`config.mk`:
```
export PLATFORM = sky130hd
export DESIGN_NAME = ifetch_unit
export DESIGN_NICKNAME = d
export VERILOG_FILES = /design/src/rtl/ifetch_unit.sv
export SDC_FILE = /design/constraint.sdc
export NUM_CORES = 1
export LEC_CHECK = 0
export CORE_ASPECT_RATIO = 1.4
export CORE_UTILIZATION = 43
export CTS_CLUSTER_DIAMETER = 80
export CTS_CLUSTER_SIZE = 28
export DETAILED_ROUTE_END_ITERATION = 8
export GPL_TIMING_DRIVEN = 0
export PLACE_DENSITY = 0.76
export SETUP_SLACK_MARGIN = 0.4
export SLEW_MARGIN = 10
export SYNTH_ARGS = -nofsm -noshare
export SYNTH_HDL_FRONTEND = slang
export SYNTH_SLANG_ARGS = --single-unit
```
`constraint.sdc`:
```
create_clock -name clk_in -period 11.8 [get_ports clk_in]
set_input_delay 1.18 -clock clk_in [delete_from_list [all_inputs] [get_ports clk_in]]
set_output_delay 1.18 -clock clk_in [all_outputs]
set_load 0.005 [all_outputs]
```
`src/rtl/ifetch_unit.sv`:
```
// Instruction fetch stage sitting directly after the instruction cache.
//
// Owns the fetch PC, presents it to the ICache, predecodes every returned word to pick the next
// PC, and buffers {ins, pc, pred_taken, pred_pc} in a small first-word-fall-through queue that
// feeds the decoder. The reorder buffer redirects the stage with flush_in/flush_pc.
//
// Optional build macro: IFU_BHT_EN
//   defined   - conditional branches use a table of 2-bit saturating counters trained by br_upd_*
//   undefined - static backward-taken / forward-not-taken; br_upd_* are ignored
//
// Ports:
//   clk_in, rst_in (async, active high), rdy_in (low freezes every register)
//   fetch_able, input_pc            - fetch request and PC to the ICache
//   hit, hit_ins, ins_pc            - same-cycle ICache response
//   out_valid/out_ins/out_pc/out_pred_taken/out_pred_pc, out_ready - queue head to the decoder
//   flush_in, flush_pc              - redirect from the reorder buffer
//   br_upd_valid/br_upd_pc/br_upd_taken - resolved conditional branch (BHT training)
module ifetch_unit #(
  parameter logic [31:0] RESET_PC     = 32'h0,
  parameter int unsigned IQ_DEPTH_LOG = 2,
  parameter int unsigned BHT_BITS     = 6
) (
  input  logic        clk_in,
  input  logic        rst_in,
  input  logic        rdy_in,
  output logic        fetch_able,
  output logic [31:0] input_pc,
  input  logic        hit,
  input  logic [31:0] hit_ins,
  input  logic [31:0] ins_pc,
  output logic        out_valid,
  output logic [31:0] out_ins,
  output logic [31:0] out_pc,
  output logic        out_pred_taken,
  output logic [31:0] out_pred_pc,
  input  logic        out_ready,
  input  logic        flush_in,
  input  logic [31:0] flush_pc,
  input  logic        br_upd_valid,
  input  logic [31:0] br_upd_pc,
  input  logic        br_upd_taken
);

  localparam int unsigned Depth = 1 << IQ_DEPTH_LOG;
  localparam int unsigned PtrW  = IQ_DEPTH_LOG;
  localparam int unsigned CntW  = IQ_DEPTH_LOG + 1;

  localparam logic [6:0] OpJal    = 7'b1101111;
  localparam logic [6:0] OpBranch = 7'b1100011;

  logic [31:0]     pc_q, pc_d;
  logic [PtrW-1:0] head_q, head_d;
  logic [PtrW-1:0] tail_q, tail_d;
  logic [CntW-1:0] count_q, count_d;

  logic [31:0] q_ins_q [Depth];
  logic [31:0] q_pc_q  [Depth];
  logic        q_tk_q  [Depth];
  logic [31:0] q_ppc_q [Depth];

  logic        iq_full;
  logic        push;
  logic        pop;
  logic        flush;

  // ---------------------------------------------------------------------------------------------
  // Predecode
  // ---------------------------------------------------------------------------------------------
  logic [31:0] imm_j;
  logic [31:0] imm_b;
  logic        is_jal;
  logic        is_br;
  logic        br_taken;
  logic        pred_taken;
  logic [31:0] pred_pc;

  assign imm_j  = {{11{hit_ins[31]}}, hit_ins[31], hit_ins[19:12], hit_ins[20],
                   hit_ins[30:21], 1'b0};
  assign imm_b  = {{19{hit_ins[31]}}, hit_ins[31], hit_ins[7], hit_ins[30:25],
                   hit_ins[11:8], 1'b0};
  assign is_jal = (hit_ins[6:0] == OpJal);
  assign is_br  = (hit_ins[6:0] == OpBranch);

  always_comb begin
    pred_taken = 1'b0;
    pred_pc    = ins_pc + 32'd4;
    if (is_jal) begin
      pred_taken = 1'b1;
      pred_pc    = ins_pc + imm_j;
    end else if (is_br && br_taken) begin
      pred_taken = 1'b1;
      pred_pc    = ins_pc + imm_b;
    end
  end

`ifdef IFU_BHT_EN
  localparam int unsigned BhtSize = 1 << BHT_BITS;

  logic [1:0]          bht_q [BhtSize];
  logic [BHT_BITS-1:0] lookup_idx;
  logic [BHT_BITS-1:0] upd_idx;
  logic                unused_upd_pc;

  assign lookup_idx    = ins_pc[BHT_BITS+1:2];
  assign upd_idx       = br_upd_pc[BHT_BITS+1:2];
  // Registered read: a same-cycle update at this index is not visible until the next cycle.
  assign br_taken      = bht_q[lookup_idx][1];
  assign unused_upd_pc = ^{br_upd_pc[31:BHT_BITS+2], br_upd_pc[1:0]};

  always_ff @(posedge clk_in or posedge rst_in) begin
    if (rst_in) begin
      for (int i = 0; i < BhtSize; i++) begin
        bht_q[i] <= 2'b01;
      end
    end else if (rdy_in && br_upd_valid) begin
      if (br_upd_taken) begin
        if (bht_q[upd_idx] != 2'b11) bht_q[upd_idx] <= bht_q[upd_idx] + 2'b01;
      end else begin
        if (bht_q[upd_idx] != 2'b00) bht_q[upd_idx] <= bht_q[upd_idx] - 2'b01;
      end
    end
  end
`else
  logic unused_bht;

  // Backward branches (negative offset) are predicted taken.
  assign br_taken   = hit_ins[31];
  assign unused_bht = ^{br_upd_valid, br_upd_pc, br_upd_taken, (BHT_BITS != 32'd0)};
`endif

  // ---------------------------------------------------------------------------------------------
  // Fetch request and queue control
  // ---------------------------------------------------------------------------------------------
  assign iq_full    = (count_q == CntW'(Depth));
  assign flush      = rdy_in && flush_in;
  assign fetch_able = !rst_in && rdy_in && !flush_in && !iq_full;
  assign input_pc   = pc_q;
  assign out_valid  = (count_q != '0);

  // Only accept a response for the PC currently requested; a stale fill still completing after
  // a redirect is dropped here.
  assign push = fetch_able && hit && (ins_pc == pc_q);
  assign pop  = rdy_in && !flush_in && out_valid && out_ready;

  assign out_ins        = q_ins_q[head_q];
  assign out_pc         = q_pc_q[head_q];
  assign out_pred_taken = q_tk_q[head_q];
  assign out_pred_pc    = q_ppc_q[head_q];

  always_comb begin
    pc_d    = pc_q;
    head_d  = head_q;
    tail_d  = tail_q;
    count_d = count_q;
    if (flush) begin
      pc_d    = flush_pc;
      head_d  = '0;
      tail_d  = '0;
      count_d = '0;
    end else begin
      if (push) begin
        tail_d = tail_q + 1'b1;
        pc_d   = pred_pc;
      end
      if (pop) begin
        head_d = head_q + 1'b1;
      end
      case ({push, pop})
        2'b10:   count_d = count_q + 1'b1;
        2'b01:   count_d = count_q - 1'b1;
        default: count_d = count_q;
      endcase
    end
  end

  always_ff @(posedge clk_in or posedge rst_in) begin
    if (rst_in) begin
      pc_q    <= RESET_PC;
      head_q  <= '0;
      tail_q  <= '0;
      count_q <= '0;
    end else if (rdy_in) begin
      pc_q    <= pc_d;
      head_q  <= head_d;
      tail_q  <= tail_d;
      count_q <= count_d;
    end
  end

  always_ff @(posedge clk_in or posedge rst_in) begin
    if (rst_in) begin
      for (int i = 0; i < Depth; i++) begin
        q_ins_q[i] <= '0;
        q_pc_q[i]  <= '0;
        q_tk_q[i]  <= 1'b0;
        q_ppc_q[i] <= '0;
      end
    end else if (push) begin
      q_ins_q[tail_q] <= hit_ins;
      q_pc_q[tail_q]  <= ins_pc;
      q_tk_q[tail_q]  <= pred_taken;
      q_ppc_q[tail_q] <= pred_pc;
    end
  end

endmodule

```
==> reports/qor.yml, run 1 <==
cts_tree: "built"
holdCritStartpoint: "q_ins_q[6]"
dp.cells: 3387
syn_area_sq_um: 22800
multi_input_area_sq_um: 11200
antenna_found_initial: 0
async_flop_share: 1.00
drc: 0
cts.sinks: 423
yosysWarnings: 0
holdWs_ps: 473
clock.fmax_ghz: 0.187
crit_family: "buffers and inverters"
final_cells: 3414
die_x_um: 197
fp.coreArea_sq_um: 52300
reg2reg_slack_ps: 8390
drtAntennaViolNets: 0
path_cells: "clkbuf_1 > clkbuf_1 > clkbuf_1 > mux4_2 > clkdlybuf4s50_1"
clk_pin_slew_ps: 110
overflow: 0
die_area_sq_um: 53900
dp_hpwl_um: 63900
finClkSkew_ps: 30.5
syn_nets: 2626
timing.rr.end: "q_pc_q[121]"
drt-pass1-iter-count: 5
vias: 20100
wirelength_um: 82900
cts_setup_buffers: 0
drt_iter0_markers: 2027
powerDensity_nw_per_um2: 101
ctsLongestPathBuffers: 3
crit_type: "flop to primary output"
areaGrowthSynthToFinish_pct: 17.7
cp.arrival_ps: 4180
tightest_slew_ps: 1310
regArea_sq_um: 10600
port_buffers: 229
slew_headroom: 0.116
min_period_ps: 5360
power.total_uw: 2710
cp.depth: 5
crit_start: "head_q[0]"
yosys.cell_count.top_type: "nand2_1"
period_share: 0.454
crit_required_ps: 10620
fp-row-count: 99
place_congestion: 0.958
worst-path-max-fanout: 11
via_per_inst: 5.89
ys.flop_type: "dfrtp_1"
track_usage: 0.308
cts.repair.resized: 0
cp-start-kind: "flop"
path_buf_inv: 4
insertion_delay_ps: 580
grt_pass1_wl_um: 124000
nFillCells: 4691
die_h_um: 274
cp-endpoint: "out_pred_pc[21]"
max-vdd-ir-drop_v: 0.0000819
ctsHoldBuffers: 0
wl_per_cell_um: 24.3
drv_slew: 0
critPathMostFrequentCell: "clkbuf_1"
run_status: "finished clean"
syn_area_per_cell_sq_um: 9.34
setup-violations-final: 0
synth_edf_count: 0
synthTopCellsByCount: "nand2_1 (885), dfrtp_1 (423), o21ai_0 (136)"
rsz0062_at_grt: "false"
hold_violations: 0
io_pins: 267
ys_ff_latch: 423
yosys-top-cells-area: "dfrtp_1 (46%), nand2_1 (15%), mux4_2 (9.5%)"
yosys.area.top_type: "dfrtp_1"
hp-class: "flop to flop"
cts_buffers: 20
reg2regPathDepth: 11
p_leak_uw: 0.0125
cts_root_buf: "clkbuf_16"
utilization: 0.513
syn-instance-count: 2439
grt_pass1_vias: 20000
reg2reg_from: "input_pc[3]"
critPathMaxStageDelay_ps: 970
cts.htree.levels: 1
maxCapViolCount: 0
nets: 2889
ys_seq_area_frac: 0.465
slowest_stage: "clkbuf_1"
final_layout_size_suffix_gt1_frac: 0.0925
ys_types: 91
synth_top_area_frac: 0.465
tns_ps: 0
grt_start_max_net_pins: 42
critPathCaptureType: "primary output"
start_util: 0.436
-- cell type report --
type / count / share of cell area
well taps: 707 / 0.0330
repair buffers: 241 / 0.0950
clock buffers: 20 / 0.0187
clock inverters: 4 / 0.00289
multi-input cells: 1817 / 0.416
diodes: 3 / 0.000280
flip-flops and latches: 423 / 0.395
plain buffers: 175 / 0.0358
inverters: 24 / 0.00350
-- layout by cell type (no fill, tap or decap), drive strengths merged, types with 28 or more instances in the layout --
cell and n:
ha 48, clkbuf 138, nand2 885, o21ai 155
dfrtp 423, xnor2 49, clkdlybuf4s50 229, nand3 28
xor2 34, buf 66, a21oi 111, nor2 127
mux4 96
-- per-stage QoR --
| step | setup WS (ps) | area [sq um] |
|---|---|---|
| floorplan | 4910 | 22800 |
| global placement | 2660 | 26000 |
| detailed placement | 6170 | 26200 |
| CTS | 6440 | 26800 |
| global route | 6330 | 26800 |
| finish | 6440 | 26800 |
-- worst min-delay path, cell delays in order (launching register included) --
cell	delay, ps
dfrtp_1	360
nand2_1	50
nand2_1	50
-- worst min path at each step --
stage                              to  slack [ps]  cells past startpoint
after floorplan           q_ins_q[32]         430                      2
after global placement    q_ins_q[32]         440                      2
after detailed placement   q_pc_q[39]         450                      2
after CTS                  q_pc_q[39]         480                      2
after global routing      q_ins_q[52]         500                      2
final                      q_ins_q[6]         470                      2
-- kinds of logic (layout without fill, tap and decap cells) --
kind of cell             Yosys count  count (layout)  synth area share
flip-flops                       423             423             0.465
buffers and inverters            199             464            0.0461
adder cells (fa/ha/maj)           51              51            0.0290
multiplexers                     121             121             0.107
AO/OA/AOI/OAI                    420             420             0.118
XOR/XNOR                          83              83            0.0319
AND/OR/NAND/NOR                 1142            1142             0.203
other                              0               3                 0
-- routing by layer --
layer / track usage / vias to the layer above / share of wire
li1: - / 8832 / -
met1: 0.376 / 9948 / 0.37
met2: 0.497 / 1073 / 0.47
met3: 0.0534 / 247 / 0.083
met5: 0 / - / 0
met4: 0.213 / 0 / 0.076
-- registers in the layout, summed over array words and instances (netlist names) --
name / count
count_q: 3
q_tk_q: 4
q_ins_q: 128
head_q: 2
tail_q: 2
q_ppc_q: 128
q_pc_q: 124
input_pc: 32
-- report_power, final --
part / internal (uW) / switching (uW) / total [uW]
clock network: 321 / 494 / 816
logic: 161 / 255 / 415
registers: 1460 / 20.9 / 1480
(Power assumes the default switching activity.)
==> run 2: changes to the inputs <==
--- a/config.mk
+++ b/config.mk
@@ -11,7 +11,7 @@
 export CTS_CLUSTER_SIZE = 28
 export DETAILED_ROUTE_END_ITERATION = 8
 export GPL_TIMING_DRIVEN = 0
-export PLACE_DENSITY = 0.76
+export PLACE_DENSITY = 0.74
 export SETUP_SLACK_MARGIN = 0.4
 export SLEW_MARGIN = 10
 export SYNTH_ARGS = -nofsm -noshare
==> constraint.sdc (replaced) <==
create_clock -name clk_in -period 5.62 [get_ports clk_in]
set_input_delay 0.562 -clock clk_in [delete_from_list [all_inputs] [get_ports clk_in]]
set_output_delay 0.562 -clock clk_in [all_outputs]
set_load 0.005 [all_outputs]
==> reports/qor.yml, run 2 (synthesis results as in run 1) <==
track_usage: 0.308
drtAntennaViolNets: 0
place_congestion: 0.951
io_pins: 267
areaGrowthSynthToFinish_pct: 17.5
cts_root_buf: "clkbuf_16"
crit_type: "input pin to flop"
p_leak_uw: 0.0124
via_per_inst: 5.93
cts_buffers: 19
slew_headroom: 0.169
p_switching_uw: 1560
final_cells: 3414
setup_ws_ps: 914
nets: 2889
cp-start-kind: "input pin"
power_frac_comb: 0.156
fp.coreArea_sq_um: 52300
clk_pin_slew_ps: 110
path_cells: "clkdlybuf4s50_1 > clkbuf_1 > nand2_1 > nor2_2 > clkbuf_1 > a221oi_1 > o21ai_0 > o21ai_0"
maxCapViolCount: 0
drt-pass1-iter-count: 6
hp-class: "input pin to flop"
cp.arrival_ps: 5110
p_clk_frac: 0.289
fp-row-count: 99
critPathMaxStageDelay_ps: 1180
die_area_sq_um: 53900
dp.cells: 3387
grt_pass1_wl_um: 124000
min_period_ps: 4710
cts.repair.resized: 0
mostFrequentLayoutCells: "nand2_1 (885), dfrtp_1 (423), clkdlybuf4s50_1 (229)"
slowest_stage: "clkdlybuf4s50_1"
place_ws_ps: 504
ctsHoldBuffers: 0
cts_setup_buffers: 0
hold_violations: 0
overflow: 0
run_status: "finished clean"
p_seq_frac: 0.555
crit_family: "buffers and inverters"
p_sw_frac: 0.278
worst-path-max-fanout: 20
max-vdd-ir-drop_v: 0.000173
grt_pass1_vias: 20100
crit_required_ps: 6020
tightest_slew_ps: 1250
cts.htree.levels: 1
cts_tree: "built"
period_share: 0.837
drt_iter0_markers: 1878
port_buffers: 229
intPower_uw: 4050
tns_ps: 0
grt_start_max_net_pins: 42
reg_top3: "q_ins_q (128), q_ppc_q (128), q_pc_q (124)"
clock.fmax_ghz: 0.213
powerDensity_nw_per_um2: 210
die_x_um: 197
vias: 20300
wirelength_um: 83200
cts.sinks: 423
insertion_delay_ps: 560
wl_per_cell_um: 24.4
ctsLongestPathBuffers: 3
path_buf_inv: 3
critPathCaptureType: "flop"
drc: 0
rsz0062_at_grt: "false"
drv_slew: 0
finClkSkew_ps: 20.3
layout_commonest_cell: "nand2_1"
dp_hpwl_um: 64300
start_util: 0.436
final_layout_size_suffix_gt1_frac: 0.0928
antenna_found_initial: 3
setup-violations-final: 0
die_h_um: 274
[run 2: cell types whose count changed in the layout (fill, tap and decap cells not counted)]
cell,delta
clkbuf_8,+1
inv_6,+1
clkbuf_2,+1
buf_1,-1
buf_4,+1
o21ai_0,-1
o21ai_1,+1
clkbuf_1,+1
diode_2,-1
clkbuf_16,-1
inv_16,-1
clkinv_16,-1
[run 2: per-stage QoR]
| stage | cell area [sq um] | power (uW) | util | hold slack, ps |
|---|---|---|---|---|
| floorplan | 22800 | 3630 | - | 433 |
| global placement | 26000 | 4000 | 0.497 | 444 |
| detailed placement | 26200 | 4020 | 0.502 | 451 |
| CTS | 26800 | 5610 | 0.512 | 355 |
| global route | 26800 | 5770 | 0.512 | 359 |
| finish | 26800 | 5610 | 0.512 | 361 |
[run 2: worst min-delay path: cells and delay by family]
| kind | cells | cell delay (ps) |
|---|---|---|
| AND/OR/NAND/NOR | 2 | 100 |
| buffers and inverters | 1 | 230 |
[run 2: cell type report]
class / count / area (sq um)
fill: 4813 / 25500
multi-input combinational: 1817 / 11200
sequential: 423 / 10600
timing repair buffer: 242 / 2550
buffer: 175 / 962
tap: 707 / 885
clock buffer: 21 / 493
inverter: 24 / 93.8
clock inverter: 3 / 36.3
antenna: 2 / 5.00
[run 2: power by group through the flow]
stage          registers [uW]  logic (uW)  clock network [uW]
2_1_floorplan            3160         465                   0
3_3_place_gp             3180         822                   0
3_5_place_dp             3170         854                   0
4_1_cts                  3110         861                1640
5_1_grt                  3120         934                1720
6_report                 3110         877                1620
[run 2: final timing paths]
check | start | endpoint | slack [ps] | depth (start not counted)
setup / recovery | hit_ins[31] | input_pc[20] | 910 | 8
hold / removal | hit_ins[3] | q_ins_q[35] | 360 | 3
setup reg to reg | input_pc[1] | q_pc_q[122] | 2360 | 11
hold reg to reg | q_pc_q[62] | q_pc_q[62] | 470 | 2
max in group asynchronous | rst_in | q_ins_q[62] | 3690 | 7
min in group asynchronous | rst_in | count_q[0] | 390 | 2
[run 2: metal layers]
layer / global-route usage / up-vias / wire (um)
met5: 0 / - / 13
met4: 0.212 / 2 / 6410
met3: 0.0450 / 244 / 6770
met2: 0.501 / 1113 / 39100
met1: 0.379 / 10100 / 30900
li1: - / 8827 / -
